**src/rtl/sr_cmd_gen.sv**
```systemverilog
// ----------------------------------------------------------------------------
// sr_cmd_gen
// Turns two asynchronous, bouncy request inputs (set / clear) into clean
// one-cycle command pulses for a downstream SR flip-flop.
//
// Each channel passes through a 2-flop synchronizer and a debounce filter.
// The filtered level changes only after the synchronized input has differed
// from it for DB_CYCLES consecutive edges. A rising edge of a filtered level
// produces a single registered pulse. If both levels rise on the same edge,
// neither pulse is issued and a one-cycle conflict flag is raised instead, so
// s and r are never high together.
//
// Ports
//   clk        in   clock, rising edge
//   reset      in   synchronous reset, active-high
//   set_raw    in   asynchronous bouncy set request
//   clr_raw    in   asynchronous bouncy clear request
//   s          out  one-cycle set pulse
//   r          out  one-cycle clear pulse
//   set_level  out  debounced level of set_raw
//   clr_level  out  debounced level of clr_raw
//   conflict   out  one-cycle flag, both levels rose together
// ----------------------------------------------------------------------------
module sr_cmd_gen #(
   parameter int DB_CYCLES = 4,   // 1..255
   parameter int CNT_W     = 8    // 2**CNT_W > DB_CYCLES
) (
   input  logic clk,
   input  logic reset,
   input  logic set_raw,
   input  logic clr_raw,
   output logic s,
   output logic r,
   output logic set_level,
   output logic clr_level,
   output logic conflict
);

   // Terminal count: the level flips on the edge where the counter sits here
   // and the synchronized input still disagrees with the level.
   localparam logic [CNT_W-1:0] DB_TC = CNT_W'(DB_CYCLES - 1);

   // Channel index 0 = set, 1 = clear.
   logic [1:0]       w_raw;
   logic [1:0]       w_rise;
   logic [1:0]       r_sync1;
   logic [1:0]       r_sync2;
   logic [1:0]       r_level;
   logic [1:0]       r_level_d;
   logic [CNT_W-1:0] r_cnt [2];
   logic             r_s;
   logic             r_r;
   logic             r_conflict;

   assign w_raw  = {clr_raw, set_raw};
   assign w_rise = r_level & ~r_level_d;

   always_ff @(posedge clk) begin
      if (reset) begin
         r_sync1    <= '0;
         r_sync2    <= '0;
         r_level    <= '0;
         r_level_d  <= '0;
         r_cnt[0]   <= '0;
         r_cnt[1]   <= '0;
         r_s        <= 1'b0;
         r_r        <= 1'b0;
         r_conflict <= 1'b0;
      end else begin
         r_sync1 <= w_raw;
         r_sync2 <= r_sync1;

         for (int i = 0; i < 2; i++) begin
            if (r_sync2[i] == r_level[i]) begin
               // Agreement at any point restarts the count, so glitches
               // never accumulate toward a level change.
               r_cnt[i] <= '0;
            end else if (r_cnt[i] >= DB_TC) begin
               r_level[i] <= ~r_level[i];
               r_cnt[i]   <= '0;
            end else begin
               r_cnt[i] <= r_cnt[i] + 1'b1;
            end
         end

         r_level_d  <= r_level;
         r_s        <= w_rise[0] & ~w_rise[1];
         r_r        <= w_rise[1] & ~w_rise[0];
         r_conflict <= w_rise[0] &  w_rise[1];
      end
   end

   assign s         = r_s;
   assign r         = r_r;
   assign set_level = r_level[0];
   assign clr_level = r_level[1];
   assign conflict  = r_conflict;

endmodule

```
**config.mk**
```make
export PLATFORM = sky130hd
export DESIGN_NAME = sr_cmd_gen
export DESIGN_NICKNAME = d
export VERILOG_FILES = /design/src/rtl/sr_cmd_gen.sv
export SDC_FILE = /design/constraint.sdc
export NUM_CORES = 1
export LEC_CHECK = 0
export ABC_AREA = 0
export BUFFER_PORTS_ARGS = -buffer_cell sky130_fd_sc_hd__buf_2
export CAP_MARGIN = 40
export CORE_ASPECT_RATIO = 1.1
export CORE_MARGIN = 8
export CORE_UTILIZATION = 48
export CTS_BUF_LIST = sky130_fd_sc_hd__clkbuf_2 sky130_fd_sc_hd__clkbuf_4 sky130_fd_sc_hd__clkbuf_8
export DETAILED_ROUTE_END_ITERATION = 10
export PLACE_DENSITY = 0.69
export SYNTH_ARGS = -nofsm -noshare
export SYNTH_HDL_FRONTEND = slang
export SYNTH_SLANG_ARGS = --single-unit
```
**constraint.sdc**
```tcl
create_clock -name clk -period 2.11 [get_ports clk]
set_clock_uncertainty 0.2 [all_clocks]
set_input_delay 0.1055 -clock clk [delete_from_list [all_inputs] [get_ports clk]]
set_output_delay 0.1055 -clock clk [all_outputs]
set_load 0.005 [all_outputs]
```
# Yosys cells after proc, flatten, opt, wreduce, memory -nomap -nowiden
# Memories as Yosys holds them, arrays and structs flattened.
# Index checks and enable logic that the tools add are counted.
dict set report word_totals {
  ramBits 16
  mem_count 1
  out_inout_bits 5
  inputBits 4
  ff_bits 11
}
dict set report classes {
  n_reduce_logical 2
  magnitude_cmp 2
  muxes 30
  n_bitwise 17
  n_eq_ne 2
  add_sub_neg 2
}
# memory words word_bits read_ports rd_ports_with_merged_regs write_ports line_no
set memory_table {}
lappend memory_table {r_cnt 2 8 2 0 2 50} ;# logic [CNT_W-1:0] r_cnt [2];
# operator count
set ops {}
lappend ops {{8-bit two-way mux} 6}
lappend ops {{1-bit two-way mux} 24}
lappend ops {{8-bit by 1-bit adder with 8-bit output, second input constant} 2}
lappend ops {{8-bit by 2-bit greater-or-equal comparator with 1-bit output, second input constant} 2}
lappend ops {{1-bit NOT} 6}
lappend ops {{1-bit OR} 6}
lappend ops {{2-bit AND reduction} 2}
lappend ops {{1-bit AND} 3}
lappend ops {{2-bit AND} 1}
lappend ops {{1-bit equality test} 2}
lappend ops {{2-bit NOT} 1}

# Longest topological paths before layout
dict set report depth {
  word_depth 7
  mapped_depth 4
}

# Worst setup path after synthesis
# OpenSTA, ideal clock, no wires.
dict set report synth_timing {
  path_kind {reg-to-reg}
  from {memory r_cnt[1][0]}
  to {memory r_cnt[1][1] (data pin)}
  arrival_time_ps 1123
  setup_slack_ps 618
  n_path_buf 0
  path_stages_with_launch 5
  cell_sequence {edfxtp_1 > ha_1 > nor4_4 > nand2_2 > nor4b_2}
}
# element line_no
set synth_rtl {}
lappend synth_rtl {{from (decl)} 50}

==> run metrics <==
post-cts hold buffer count=5; Die W=a little under 60 um; CP Launch Type=register; CP max FO=3; main area contributors after synthesis=edfxtp_1 49%, dfxtp_1 22%, nor4_4 4.3%, nor2b_1 3.8%, nor4b_2 3.1%; Placer Congestion=roughly 0.75; Die Ht=between 60 and 70 um; clk slew on worst S/H paths=roughly 0.13 ns; Post-Place Cells=122; DRT Pass-1 Iters=3; CP max stage delay=0.44 ns; post-DR vias/cell=4.00; Detailed Place HPWL=around 940 um; Seq/Total Area, Yosys=0.712; unrepaired setup endpoints after global routing=false; initial DRC count=3; Critical Path Slowest Stage Cell=edfxtp_1; worst-path cell chain=ha_1 -> nor4_4 -> nand2_2 -> nor4_2; M3 GR Usage=0.0304; DRC=0; Seq cells post-synth=27; Routed WL=roughly 1.2 mm; initial core utilization=0.497; final antenna-violating net count=0; Syn Area/Cell=around 16 um^2; Post CTS Setup Buffer Count=0; vias in the first global route=approximately 600; antenna cells=0; area of the multi-input gates=between 300 and 400 um^2; pwr/cell area=roughly 700 nW/um^2; Port Buffers=8; per-cell routed wire length=around 9.4 um; post-synthesis cell area=roughly 1000 um^2; Pins Over Slew Limit=0; P&R area growth vs syn=25.2%; global route overflow=0; gr usage total=0.0800; Setup TNS Final=0 ns; busiest grt layer=met2; achievable frequency=roughly 0.61 GHz; layout net count=110; Final Hold Viols=0; die area=around 3800 um^2; top cell type by total area after synthesis=edfxtp_1; pin count of the biggest net entering global routing=15; Max Cap Violations=0; Unique masters post-synth=16; I/O pins=9; CTS root buffer=clkbuf_4; via count=524; worst-case clock buffer depth=2; Worst setup EP type=register; fin cells=131; met1 usage=0.0809; clk_lat worst skew=0.30 ns; crit path kind=register to register; Syn. warnings=0; Max H-tree Level=1; Syn Inst Count=61; share of the synthesized area in the top cell type=0.489; # rows=17; initial antenna violation count=0; post-cts repair resize count=0; Core Area=between 1500 and 2000 um^2; maximum vdd drop=0.518 mV; Final Cycle Share=0.774; Hold Crit Class=register to register; Lkg Pwr=0.000515 uW; first-pass GRT wire length=2.35 mm; CTS sink cnt=27; fill count=~170; CTS Buf Count=3; Reg area=701 um^2; Final Critical Period=1.63 ns; M2 GR Usage=0.139; status=finished, final reports clean; WP data required=a little over 2 ns; CP arrival=~1.6 ns; layout cells sized above 1=0.194; CTS tree=yes; final setup fails=0
[cell usage after synthesis]
cell type	instances
edfxtp_1	16
dfxtp_1	11
nor2b_1	6
nand2b_1	4
nor3_1	4
conb_1	2
ha_1	2
inv_1	2
mux2i_1	2
nand2_2	2
nor4_2	2
nor4_4	2
nor4b_2	2
xnor2_1	2
buf_2	1
nor3b_1	1
[power breakdown]
| group | switching, uW | total, uW | internal [uW] |
|---|---|---|---|
| clock network | 135 | 221 | 86.4 |
| logic | 22.0 | 44.3 | 22.3 |
| registers | 14.0 | 601 | 587 |
| total | 171 | 867 | 696 |
[final cells by class]
type,count,share of cell area
flip-flops and latches,27,0.569
inverters,2,0.00610
multi-input cells,57,0.299
clock buffers,4,0.0244
well taps,28,0.0285
repair buffers,13,0.0732
[flip-flops by register name, indices dropped and copies added, names as in the netlist]
register and flops:
r_level 2, r_level_d 2, r_cnt 16, conflict 1, r_sync2 2, r 1
s 1, r_sync1 2
[kinds of logic (layout without fill, tap and decap cells)]
logic type,Yosys count,after routing,synth area share
adders and majority gates,2,2,0.0254
and+or+nand+nor,23,23,0.204
muxes,2,2,0.0204
xor gates and xnor gates,2,2,0.0178
other,2,28,0.00764
buffers and inverters,3,19,0.0127
DFF,27,27,0.712
[final timing paths]
path / endpoint / slack [ns] / startpoint / cells past startpoint
min: r / 0.22 / r_level_d[1] / 1
max: r_cnt[1][0] / 0.48 / r_cnt[1][0] / 4
min reg2reg: r / 0.22 / r_level_d[1] / 1
max reg2reg: r_cnt[1][0] / 0.48 / r_cnt[1][0] / 4
[routing by layer]
metal	share of wire	vias to the layer above
met5	0	-
met4	0.013	0
met3	0.053	2
met2	0.49	9
met1	0.44	239
li1	-	274
[worst max-delay path: cells and delay by family, from the launching register on]
kind	cells	cell delay (ns)
and+or+nand+nor	3	0.57
DFF	1	0.44
adders and majority gates	1	0.25
[cells in the final DEF, fill, tap and decap left out, drive strengths merged]
cell	count
conb	28
nor4	4
nor2b	6
nor3	4
buf	8
nor3b	1
nor4b	2
nand2	2
dfxtp	11
clkbuf	4
ha	2
dlygate4sd3	5
mux2i	2
edfxtp	16
nand2b	4
inv	2
xnor2	2
[per-stage QoR]
step	setup WS, ns	cell area [um^2]	utilization	power, uW	hold slack [ns]
6_report	0.477	1230	0.622	867	0.223
2_1_floorplan	0.618	1080	-	640	0.0337
4_1_cts	0.472	1230	0.622	874	0.232
3_3_place_gp	0.567	1150	0.582	648	0.120
5_1_grt	0.399	1230	0.622	912	0.240
3_5_place_dp	0.516	1150	0.582	650	0.119
Note: power is estimated with default switching activity, not from simulation.
